<file path="config.mk">
export PLATFORM = sky130hd
export DESIGN_NAME = i2c_master_byte_engine
export DESIGN_NICKNAME = d
export VERILOG_FILES = /design/src/rtl/i2c_master_byte_engine.sv
export SDC_FILE = /design/constraint.sdc
export NUM_CORES = 1
export LEC_CHECK = 0
export CELL_PAD_IN_SITES_DETAIL_PLACEMENT = 0
export CELL_PAD_IN_SITES_GLOBAL_PLACEMENT = 1
export CORE_ASPECT_RATIO = 1.4
export CORE_UTILIZATION = 40
export DETAILED_ROUTE_END_ITERATION = 12
export DONT_BUFFER_PORTS = 1
export HOLD_SLACK_MARGIN = 0.08
export PLACE_DENSITY_LB_ADDON = 0.1
export SETUP_SLACK_MARGIN = 0.3
export SYNTH_ARGS = -nofsm -noshare
export SYNTH_HDL_FRONTEND = slang
export SYNTH_SLANG_ARGS = --single-unit
</file>
<file path="constraint.sdc">
create_clock -name clk -period 2.6 [get_ports clk]
set_input_delay 0.26 -clock clk [delete_from_list [all_inputs] [get_ports clk]]
set_output_delay 0.26 -clock clk [all_outputs]
set_load 0.02 [all_outputs]
</file>
<file path="src/rtl/i2c_master_byte_engine.sv">
// rtl/i2c_master_byte_engine.sv - I2C master single-byte engine with clock-stretch timeout
// Optional arbitration-loss detection is built when I2C_MASTER_ARB_LOST_EN is defined.

module i2c_master_byte_engine #(
    parameter int HALF_PERIOD = 250,
    parameter int STRETCH_MAX = 50000
) (
    input  logic       clk,
    input  logic       reset,
    input  logic       start,
    input  logic       rd,
    input  logic [7:0] tx_data,
    input  logic       ack_out,
    input  logic       scl_in,
    input  logic       sda_in,
    output logic       scl_oe,
    output logic       sda_oe,
    output logic       busy,
    output logic       done,
    output logic [7:0] rx_data,
    output logic       nack,
    output logic       timeout,
    output logic       arb_lost
);

    localparam int PW = (HALF_PERIOD > 2) ? $clog2(HALF_PERIOD) : 1;
    localparam int SW = (STRETCH_MAX > 1) ? $clog2(STRETCH_MAX) : 1;
    localparam logic [PW-1:0] PHASE_LAST   = PW'(HALF_PERIOD - 1);
    localparam logic [SW-1:0] STRETCH_LAST = SW'((STRETCH_MAX > 0) ? STRETCH_MAX - 1 : 0);
    localparam bit            STRETCH_EN   = (STRETCH_MAX > 0);

    typedef enum logic [1:0] {IDLE, LOW, HIGH, END} state_t;

    state_t        state, stateNext;
    logic [PW-1:0] phaseCnt;
    logic [SW-1:0] stretchCnt;
    logic [3:0]    bitIdx;
    logic          rdLat;
    logic          ackLat;
    logic [7:0]    txLat;
    logic          holdScl;
    logic          isAck;
    logic [2:0]    dataSel;
    logic          sdaDrive;
    logic          phaseLast;
    logic          firstHigh;
    logic          stretchHit;
    logic          arbHit;
    logic          abortEnd;

    // bitIdx counts down 8..1 for data (MSB first) and 0 for the ACK slot
    assign isAck      = (bitIdx == 4'd0);
    assign dataSel    = 3'(bitIdx - 4'd1);
    assign sdaDrive   = isAck ? (rdLat & ackLat) : (~rdLat & ~txLat[dataSel]);
    assign phaseLast  = (phaseCnt == PHASE_LAST);
    assign firstHigh  = (state == HIGH) && scl_in && (phaseCnt == '0);
    assign stretchHit = STRETCH_EN && (state == HIGH) && !scl_in && (stretchCnt == STRETCH_LAST);

`ifdef I2C_MASTER_ARB_LOST_EN
    logic arbReg;

    // We released SDA for a 1 but the bus reads 0: another master owns it
    assign arbHit   = firstHigh && !rdLat && !isAck && !sdaDrive && !sda_in;
    assign arb_lost = arbReg;

    always_ff @(posedge clk) begin
        if (reset) begin
            arbReg <= 1'b0;
        end else if (state == IDLE && start) begin
            arbReg <= 1'b0;
        end else if (arbHit) begin
            arbReg <= 1'b1;
        end
    end
`else
    assign arbHit   = 1'b0;
    assign arb_lost = 1'b0;
`endif

    assign abortEnd = timeout | arb_lost;

    always_ff @(posedge clk) begin
        if (reset) begin
            state <= IDLE;
        end else begin
            state <= stateNext;
        end
    end

    always_comb begin
        stateNext = state;
        scl_oe    = 1'b0;
        sda_oe    = 1'b0;
        busy      = 1'b0;
        done      = 1'b0;
        case (state)
            IDLE: begin
                scl_oe = holdScl;
                if (start) begin
                    stateNext = LOW;
                end
            end
            LOW: begin
                scl_oe = 1'b1;
                sda_oe = sdaDrive;
                busy   = 1'b1;
                if (phaseLast) begin
                    stateNext = HIGH;
                end
            end
            HIGH: begin
                sda_oe = sdaDrive;
                busy   = 1'b1;
                if (arbHit || stretchHit) begin
                    stateNext = END;
                end else if (scl_in && phaseLast) begin
                    stateNext = isAck ? END : LOW;
                end
            end
            END: begin
                // Keep owning SCL after a clean byte; let go after any abort
                scl_oe    = ~abortEnd;
                done      = 1'b1;
                stateNext = IDLE;
            end
            default: stateNext = IDLE;
        endcase
    end

    always_ff @(posedge clk) begin
        if (reset) begin
            phaseCnt   <= '0;
            stretchCnt <= '0;
            bitIdx     <= 4'd0;
            rdLat      <= 1'b0;
            ackLat     <= 1'b0;
            txLat      <= 8'd0;
            rx_data    <= 8'd0;
            nack       <= 1'b0;
            timeout    <= 1'b0;
            holdScl    <= 1'b0;
        end else begin
            case (state)
                IDLE: begin
                    if (start) begin
                        rdLat      <= rd;
                        txLat      <= tx_data;
                        ackLat     <= ack_out;
                        rx_data    <= 8'd0;
                        nack       <= 1'b0;
                        timeout    <= 1'b0;
                        bitIdx     <= 4'd8;
                        phaseCnt   <= '0;
                        stretchCnt <= '0;
                    end
                end
                LOW: begin
                    stretchCnt <= '0;
                    phaseCnt   <= phaseLast ? '0 : phaseCnt + 1'b1;
                end
                HIGH: begin
                    if (scl_in) begin
                        if (firstHigh && rdLat && !isAck) begin
                            rx_data <= {rx_data[6:0], sda_in};
                        end
                        if (firstHigh && !rdLat && isAck) begin
                            nack <= sda_in;
                        end
                        if (phaseLast) begin
                            phaseCnt <= '0;
                            if (!isAck) begin
                                bitIdx <= bitIdx - 4'd1;
                            end
                        end else begin
                            phaseCnt <= phaseCnt + 1'b1;
                        end
                    end else if (stretchHit) begin
                        timeout <= 1'b1;
                    end else if (STRETCH_EN) begin
                        stretchCnt <= stretchCnt + 1'b1;
                    end
                end
                END: begin
                    holdScl <= ~abortEnd;
                end
                default: ;
            endcase
        end
    end

endmodule
</file>
# After elaboration in Yosys (flattened, before gate mapping)
# Cells that the tools add are included.
# totals
word_cells,98
ramBits,0
input_bits,15
register_bits,51
romBits,0
memories,0
out_inout_bits,15
latchBits,0
# classes
eq_ne,16
bitwise_logic,5
addsub,3
mul,0
magnitude_cmp,1
reduce_logical,26
div,0
n_shift,0
mux,36
# op_table
operator,n
16-bit two-way mux,3
16-bit one-hot mux with 3 select lines,1
8-bit two-way mux,5
8-bit one-hot mux with 3 select lines,1
16-bit by 1-bit adder with 16-bit output (second input constant),1
16-bit == test (second input constant),1
4-bit two-way mux,4
2-bit != test (second input constant),8
8-bit one-hot mux with 2 select lines,1
4-bit AND reduction,4
1-bit two-way mux,10
2-bit two-way mux,5
1-bit logical AND,9
8-bit by 1-bit adder with 8-bit output (second input constant),1
8-bit == test (second input constant),1
8-bit zero test,1
2-bit one-hot mux with 4 select lines,1
4-bit one-hot mux with 2 select lines,1
3-bit AND reduction,2
5-bit AND reduction,1
2-bit == test (second input constant),2
4-bit zero test,1
3-bit by 4-bit less-than comparator with 1-bit output (second input constant),1
2-bit by 1-bit != test with 1-bit output (second input constant),2
14 further kinds,20

# Depth between registers and ports, before layout
# Gate-level depths: netlist of the first run.
# logic_depth
word_depth,8
mapped_depth,9

# Worst setup path before layout of the first run
# No wires, ideal clock.
# synth_timing
path_kind,reg2reg
from,reg phaseCnt[0]
to,reg bitIdx[3]
n_path_buf,1
slack_ns,0.520
stages_incl_launch_ff,8
arrival_ns,2.006
path_cell_list,dfxtp_1 > ha_1 > inv_1 > or4b_1 > buf_2 > a2bb2oi_2 > or4_1 > a31oi_1
# synth_between
elab_chain_cells,3
# synth_lines
item,line,rtl
"start, declared",35,logic [PW-1:0] phaseCnt;
"start signal, assigned",159,phaseCnt <= phaseLast ? '0 : phaseCnt + 1'b1;
"start signal, assigned",175,phaseCnt <= phaseCnt + 1'b1;
8-bit == test,55,assign phaseLast = (phaseCnt == PHASE_LAST);
2-bit != test (no line),n/a,
5-bit AND reduction (no line),n/a,
"end signal, assigned",172,bitIdx <= bitIdx - 4'd1;
"end, declared",37,logic [3:0] bitIdx;
# No other way between the ends.
# A chain may end at the register's enable or synchronous reset.

# Worst setup path after layout of the first run
# layout_timing
from,reg bitIdx[0]
to,out sda_oe
# layout_between
elab_chain_cells,7
word_cells_on_any_way,8
cone_classes,add/sub: 1; mux: 4; bitwise: 2; reduce/logical: 1
# layout_lines
item,line,rtl
4-bit by 1-bit subtractor with 4-bit output,n/a,
1-bit binary-select mux with 3-bit select,54,assign sdaDrive = isAck ? (rdLat & ackLat) : (~rdLat & ~txLat[dataSel]);
1-bit two-way mux (implied by the code),54,
1-bit NOT,54,
1-bit AND,54,
1-bit two-way mux *,54,
1-bit two-way mux *,96,case (state)
"end, declared",17,"output logic sda_oe,"
# Every way passes the cells marked *; elsewhere a longest branch is shown, timed or not. The select of a mux whose other input is x is not followed.

==> results of run 1 <==
## per-stage QoR
step	hold WS, ps	setup slack, ps	util, %	power [mW]
after CTS	80.6	313	46.1	2.04
after global routing	98.1	299	46.4	2.16
final	89.7	393	46.4	2.02
after global placement	332	419	42.2	1.52
after floorplan	396	520	-	1.37
after detailed placement	335	378	42.2	1.52
## metal layers
layer	up-vias	GRT usage, %
met5	-	0
met4	0	6.46
met3	7	3.85
met2	39	33.9
met1	1031	22.1
li1	1122	-
## worst max-delay path by stage
stage                                to  depth (start not counted)
after floorplan               bitIdx[3]                          7
after global placement           sda_oe                          6
after detailed placement      bitIdx[3]                          6
after CTS                        sda_oe                          6
after global routing      stretchCnt[0]                          7
final                            sda_oe                          6
## registers in the layout (all words and copies together), names as in the netlist
| signal | count |
|---|---|
| ackLat | 1 |
| rdLat | 1 |
| holdScl | 1 |
| phaseCnt | 8 |
| txLat | 8 |
| bitIdx | 4 |
| state | 2 |
| timeout | 1 |
| rx_data | 8 |
| stretchCnt | 16 |
| nack | 1 |
## power breakdown
| group | total [mW] | internal, mW | switching (mW) |
|---|---|---|---|
| Clock | 0.481 | 0.193 | 0.287 |
| Combinational | 0.641 | 0.219 | 0.422 |
| Sequential | 0.895 | 0.841 | 0.0536 |
## cells in the mapped netlist, drive strengths merged (3+ instances only)
master	n	area, um^2
xnor2	14	123
nor4	7	43.8
and2	4	25.0
buf	5	38.8
nor2b	3	18.8
ha	10	125
a31oi	8	50.1
xor2	5	43.8
nand3	27	135
nand4	7	43.8
nor2	29	109
inv	11	41.3
nor4b	4	35.0
clkbuf	9	33.8
dfxtp	51	1020
o21ai	9	45.0
mux2i	3	30.0
a211oi	3	22.5
nand2	43	161
a21oi	21	105
or3	3	18.8
nor3	6	30.0
## repair_timing
item                                    CTS  global route
gates cloned                              0             0
buffers inserted                          0             2
hold endpoints to repair                 31             0
pin swaps                                 0             1
gates resized for setup                   6             3
hold buffers                             11             0
endpoints found under the setup margin    1             3
## placed cells by master, fill, tap and decap left out, types with 2 or more instances in the layout
| cell type | n |
|---|---|
| sky130_fd_sc_hd__o21ai_0 | 8 |
| sky130_fd_sc_hd__dlygate4sd3_1 | 10 |
| sky130_fd_sc_hd__nand4_1 | 7 |
| sky130_fd_sc_hd__and2_1 | 4 |
| sky130_fd_sc_hd__nor3b_1 | 2 |
| sky130_fd_sc_hd__and4_1 | 2 |
| sky130_fd_sc_hd__nand4b_1 | 2 |
| sky130_fd_sc_hd__or3_1 | 3 |
| sky130_fd_sc_hd__o2111ai_1 | 2 |
| sky130_fd_sc_hd__o31ai_1 | 2 |
| sky130_fd_sc_hd__ha_1 | 9 |
| sky130_fd_sc_hd__a31oi_1 | 8 |
| sky130_fd_sc_hd__a211oi_1 | 3 |
| sky130_fd_sc_hd__dfxtp_1 | 49 |
| sky130_fd_sc_hd__nor2b_1 | 3 |
| sky130_fd_sc_hd__nand3_1 | 27 |
| sky130_fd_sc_hd__buf_4 | 6 |
| sky130_fd_sc_hd__xnor2_1 | 14 |
| sky130_fd_sc_hd__a221oi_1 | 2 |
| sky130_fd_sc_hd__nand2_1 | 43 |
| sky130_fd_sc_hd__nor2_1 | 29 |
| sky130_fd_sc_hd__mux2i_1 | 3 |
| sky130_fd_sc_hd__nor3_1 | 6 |
| sky130_fd_sc_hd__inv_1 | 10 |
| sky130_fd_sc_hd__clkbuf_8 | 5 |
| sky130_fd_sc_hd__nor4b_1 | 4 |
| sky130_fd_sc_hd__xor2_1 | 5 |
| sky130_fd_sc_hd__a21o_1 | 2 |
| sky130_fd_sc_hd__mux4_2 | 2 |
| sky130_fd_sc_hd__clkinv_4 | 2 |
| sky130_fd_sc_hd__nor4_1 | 7 |
| sky130_fd_sc_hd__a21oi_1 | 21 |
## cells by family after synthesis
kind of cell | count (synthesis) | share of synthesized area, %
and+or+nand+nor | 149 | 29.1
AOI/OAI and AO/OA | 52 | 12.4
DFF | 51 | 39.7
buffers and inverters | 25 | 4.42
xor gates and xnor gates | 19 | 6.46
adders and majority gates | 10 | 4.86
muxes | 5 | 2.92
other | 1 | 0.146
## area by class of cell
class / instances / area, um^2 / share of cell area (%)
inverter: 11 / 41.3 / 1.43
multi-input combinational: 236 / 1470 / 50.9
clock buffer: 5 / 68.8 / 2.39
sequential: 51 / 1030 / 35.6
timing repair buffer: 17 / 165 / 5.73
clock inverter: 3 / 25.0 / 0.868
tap: 72 / 90.1 / 3.12
==> PnR_summary.wiki, run 1 <==
{| class="wikitable"
! Metric !! Value
|-
| CTS clk-pin slew, worst paths || about 100 ps
|-
| Unique masters post-synth || between 40 and 50
|-
| Launch point of the worst hold path || tx_data[2]
|-
| Number of instances in the synthesized netlist || 312
|-
| Finished layout cell area || around 2900 um^2
|-
| Number of antenna violations at the first check in global routing || 0
|-
| Remaining antenna violation count after routing || 0
|-
| Crit-path slowest cell || sky130_fd_sc_hd__mux4_2
|-
| Kind of critical path || flop to output pin
|-
| Path depth of the worst reg2reg path || 7
|-
| Via count of the first global-routing pass || 2,192
|-
| Effective utilization at floorplan || 41.5%
|-
| Core outline area || 6210 um^2
|-
| Last weighted congestion value of the routability-driven placer || between 0.8 and 0.9
|-
| Clk sinks || 51
|-
| Instance area after placement || ~2600 um^2
|-
| Die area || 6770 um^2
|-
| Height of the die || slightly below 100 um
|-
| Leakage power || roughly 0.95 nW
|-
| Arrival time of data at the critical path endpoint || between 1500 and 2000 ps
|-
| Half-perimeter wire length of the detailed placement result || 4240 um
|-
| Number of buffers created by CTS || 5
|-
| Number of instances in the placed design || 374
|-
| Setup TNS Final || 0 ps
|-
| First-pass DRT Iterations || 4
|-
| CTS root buffer || sky130_fd_sc_hd__clkbuf_8
|-
| Vias per inst || 5.57
|-
| Startpoint type of the worst setup path || flop
|-
| Run status || finished clean
|-
| Num rows || 34
|-
| Reg2Reg Setup Slack || 480 ps
|-
| Total gr overflow || 0
|-
| Top routing layer used || met4
|-
| Number of flops mapped to enable cells by yosys || 0
|-
| Number of H-tree levels || 2
|-
| Transition time of the tightest slew-check pin || roughly 600 ps
|-
| Port bufs || 0
|-
| Hold Violations, Final || 0
|-
| Type of destination of the critical path || output pin
|-
| Predominant post-synthesis flop cell || sky130_fd_sc_hd__dfxtp_1
|-
| Register area share after synthesis || between 30 and 40%
|-
| Vias after detailed routing || around 2,200
|-
| Remaining design rule violation count || 0
|-
| Proportion of register bits with asynchronous set or reset after synthesis || 0%
|-
| Max-slew violations || 0
|-
| Count of warnings emitted by yosys || 0
|-
| Pin count of the biggest net entering global routing || 32
|-
| Highest net fanout along the worst path || 4
|-
| Detailed-route wire length on metal 1 || 2650 um
|-
| Wire length of the first global-routing pass || 10,400 um
|-
| Worst Skew || 15.2 ps
|-
| Share of the clock period used by the worst path || roughly 85%
|-
| Post-Syn Area per Cell || roughly 8.3 um^2
|-
| Die width || approximately 70 um
|-
| Worst endpoint required time || between 2000 and 2500 ps
|-
| # IOs || 30
|-
| Routed wire length on met3 || 239 um
|-
| Final setup viols || 0
|-
| Met2 wire len || about 3100 um
|-
| Number of storage elements in the synthesis netlist || 51
|-
| Buffer and inverter count on the worst path || 1
|-
| Routed Wire Length || 6120 um
|-
| Crit path cell chain || inv_2 > ha_4 > mux4_2 > mux2i_1 > nand4b_1 > o21ai_4
|-
| GR Util All Layers || 19.0%
|-
| Launching element of the worst setup path || bitIdx[0]
|-
| Count of non-filler cells in the finished layout || 395
|-
| Clock network latency to the later pin of the worst-skew pair || 310 ps
|-
| Antenna Diode Count || 0
|-
| Fraction of final layout cells sized beyond drive strength 1 || 8.05%
|-
| Fill cells || around 640
|-
| P&R area growth vs syn || 12.0%
|-
| Path category of the worst min-delay check || input pin to flop
|-
| Maximum VDD drop || 0.354 mV
|-
| MaxCap Viol Count || 0
|-
| Instance count along the most critical hold path || 2
|-
| Worst-case headroom to the max-slew limit || 59.2%
|-
| Worst reg2reg endpoint || stretchCnt[10]
|-
| Iter 0 DRT Violations || 166
|-
| Final nets || around 350
|-
| Worst-case hold path end point || txLat[2]
|-
| Top achievable clock speed || 453 MHz
|-
| Family with the most delay on the worst path || multiplexers
|-
| Startpoint of the worst-slack reg-to-reg timing path || state[0]
|-
| Routed len/inst || 15.5 um
|-
| Highest cell delay on the worst timing path || 480 ps
|-
| Post-layout min period || 2210 ps
|-
| Netlist area before placement || 2570 um^2
|-
| Power Density || roughly 700 nW/um^2
|-
| Unrepaired setup endpoints after global routing || true
|-
| CTS tree || done
|-
| Maximum clock insertion buffer count || 2
|-
| Synthesized Nets || 337
|}
No activity file was read; power rests on OpenSTA's default activity.
==> run 2: changes to the inputs <==
==> constraint.sdc (replaced) <==
create_clock -name clk -period 2.2 [get_ports clk]
set_input_delay 0.22 -clock clk [delete_from_list [all_inputs] [get_ports clk]]
set_output_delay 0.22 -clock clk [all_outputs]
set_load 0.02 [all_outputs]
==> PnR_summary.wiki, run 2 (same netlist as run 1, synthesis figures left out) <==
{| class="wikitable"
! Metric !! Value
|-
| Combinational group share of total power || 38.5% (was 31.8%)
|-
| Most common cell after layout, fill and taps aside || sky130_fd_sc_hd__nand2_1 (was sky130_fd_sc_hd__dfxtp_1)
|-
| Setup slack after placement || 132 ps (was 378 ps)
|-
| Die area || 6770 um^2 (unchanged)
|-
| Finished layout cell area || 3290 um^2 (was 2880 um^2)
|-
| Final setup viols || 0 (unchanged)
|-
| Iter 0 DRT Violations || 107 (was 166)
|-
| Wire length of the first global-routing pass || 10,800 um (was 10,400 um)
|-
| Remaining antenna violation count after routing || 0 (unchanged)
|-
| CTS clk-pin slew, worst paths || 100 ps (about the same)
|-
| Fraction of final layout cells sized beyond drive strength 1 || 24.7% (was 8.05%)
|-
| Port bufs || 0 (unchanged)
|-
| Transition time of the tightest slew-check pin || 659 ps (was 610 ps)
|-
| Crit path cell chain || inv_2 > ha_4 > mux4_2 > mux2i_1 > nand4b_1 > o21ai_4 (unchanged)
|-
| Post-layout min period || ~2200 ps
|-
| Highest net fanout along the worst path || 2 (was 4)
|-
| Register bank with the most flops || stretchCnt (unchanged)
|-
| Power Density || 809 nW/um^2 (was 699 nW/um^2)
|-
| Last weighted congestion value of the routability-driven placer || 0.836 (was 0.816)
|-
| Startpoint type of the worst setup path || flop (unchanged)
|-
| Setup TNS Final || 0 ps (unchanged)
|-
| Via count of the first global-routing pass || 2,277 (was 2,192)
|-
| Num rows || 34 (unchanged)
|-
| GR Util All Layers || 19.8% (was 19.0%)
|-
| Clock network fraction of total power || 20.8% (was 23.8%)
|-
| MaxCap Viol Count || 0 (unchanged)
|-
| Reg2Reg Setup Slack || 280 ps (was 480 ps)
|-
| Height of the die || 96.9 um (unchanged)
|-
| Vias after detailed routing || 2,292 (was 2,199)
|-
| Maximum VDD drop || 0.432 mV (was 0.354 mV)
|-
| Top achievable clock speed || roughly 460 MHz
|-
| P&R area growth vs syn || 27.9% (was 12.0%)
|-
| Core outline area || 6210 um^2 (unchanged)
|-
| Half-perimeter wire length of the detailed placement result || 4280 um (was 4240 um)
|-
| Worst endpoint required time || 1980 ps (was 2340 ps)
|-
| Effective utilization at floorplan || 41.5% (unchanged)
|-
| Crit-path slowest cell || sky130_fd_sc_hd__mux4_2 (unchanged)
|-
| Register area || 1060 um^2 (was 1030 um^2)
|-
| Routed Wire Length || 6320 um (was 6120 um)
|-
| Int Power || 1.66 mW (was 1.25 mW)
|-
| Vias per inst || 5.56 (was 5.57)
|-
| Run status || finished clean (unchanged)
|-
| Arrival time of data at the critical path endpoint || 1940 ps (was 1950 ps)
|-
| Worst setup margin || 35.9 ps (was 393 ps)
|-
| Kind of critical path || flop to output pin (unchanged)
|-
| Max-slew violations || 0 (unchanged)
|-
| Die width || 69.8 um (unchanged)
|-
| Max reg flops || 16 (unchanged)
|-
| Final nets || 364 (was 347)
|-
| Most frequent cells in the layout || sky130_fd_sc_hd__nand2_1, sky130_fd_sc_hd__dfxtp_1, sky130_fd_sc_hd__nor2_1 (was sky130_fd_sc_hd__dfxtp_1, sky130_fd_sc_hd__nand2_1, sky130_fd_sc_hd__nor2_1)
|-
| Number of antenna violations at the first check in global routing || 0 (unchanged)
|-
| Switching component of the power || 1.00 mW (was 0.763 mW)
|-
| Count of non-filler cells in the finished layout || 412 (was 395)
|-
| Antenna Diode Count || 0 (unchanged)
|-
| Multi-input gate area || 1700 um^2 (was 1470 um^2)
|-
| Clock network latency to the later pin of the worst-skew pair || 310 ps (about the same)
|-
| Net Sw Frac || 37.6% (was 37.8%)
|-
| Instance area after placement || 2750 um^2 (was 2620 um^2)
|-
| Family with the most delay on the worst path || multiplexers (unchanged)
|-
| Worst-case headroom to the max-slew limit || 56.0% (was 59.2%)
|-
| Leakage power || 1.11 nW (was 0.949 nW)
|-
| Unrepaired setup endpoints after global routing || true (unchanged)
|-
| CTS root buffer || sky130_fd_sc_hd__clkbuf_8 (unchanged)
|-
| Share of the clock period used by the worst path || 98.4%
|-
| Remaining design rule violation count || 0 (unchanged)
|-
| Hold Violations, Final || 0 (unchanged)
|-
| Number of buffers created by CTS || 5 (unchanged)
|-
| Buffer and inverter count on the worst path || 1 (unchanged)
|-
| Number of H-tree levels || 2 (unchanged)
|-
| Worst Skew || 7.67 ps (was 15.2 ps)
|-
| First-pass DRT Iterations || 4 (unchanged)
|-
| Maximum clock insertion buffer count || 2 (unchanged)
|-
| Number of instances in the placed design || 382 (was 374)
|-
| Total gr overflow || 0 (unchanged)
|-
| Fill cells || 592 (was 636)
|-
| Pin count of the biggest net entering global routing || 32 (unchanged)
|-
| Highest cell delay on the worst timing path || 480 ps (about the same)
|-
| # IOs || 30 (unchanged)
|-
| CTS tree || done (unchanged)
|-
| Part of the power in registers || 40.6% (was 44.4%)
|-
| Type of destination of the critical path || output pin (unchanged)
|-
| Routed len/inst || 15.3 um (was 15.5 um)
|-
| Clk sinks || 51 (unchanged)
|-
| Path category of the worst min-delay check || input pin to flop (unchanged)
|}
[run 2: cell type report]
class	instances	area share, %
Tap cell	72	2.73
Inverter	11	1.41
Multi-Input combinational cell	236	51.7
Sequential cell	51	32.1
Timing Repair Buffer	34	9.42
Clock inverter	3	0.570
Clock buffer	5	2.09
[run 2: path summary, 6_finish.rpt]
path | start | to | cells after the start
worst max-delay path | bitIdx[0] | sda_oe | 6
worst min register to register | txLat[0] | txLat[0] | 2
worst min-delay path | reset | state[1] | 3
worst max register to register | phaseCnt[1] | bitIdx[3] | 7
[run 2: worst min-delay path, stage by stage]
cell	delay, ps
sky130_fd_sc_hd__nor2_1	30
sky130_fd_sc_hd__o2111ai_1	60
sky130_fd_sc_hd__o41ai_1	60
[run 2: repair_timing]
action	in CTS	in global routing
hold buffers	12	0
setup buffers	2	8
resized for setup	24	43
endpoints found under the setup margin	30	36
pin swaps	3	10
hold endpoints to repair	31	0
[run 2: power by group through the flow]
stage	clock network, mW	registers, mW	logic (mW)
2_1_floorplan	0	1.08	0.600
3_5_place_dp	0	1.09	0.796
6_report	0.555	1.08	1.03
3_3_place_gp	0	1.09	0.793
4_1_cts	0.579	1.08	0.893
5_1_grt	0.623	1.10	1.13
[run 2: layer usage]
metal / up-vias / track usage [%] / wire, um
met3: 9 / 3.75 / 200
met1: 1093 / 24.0 / 2830
li1: 1158 / - / -
met5: - / 0 / 0
met2: 32 / 34.4 / 3160
met4: 0 / 7.08 / 127
[run 2: per-stage QoR]
| step | util, % | hold slack, ps | total power [mW] |
|---|---|---|---|
| 6_report | 53.0 | 100 | 2.67 |
| 5_1_grt | 53.0 | 118 | 2.85 |
| 4_1_cts | 49.5 | 92.4 | 2.55 |
| 3_5_place_dp | 44.2 | 293 | 1.89 |
| 3_3_place_gp | 44.2 | 292 | 1.89 |
| 2_1_floorplan | - | 356 | 1.68 |
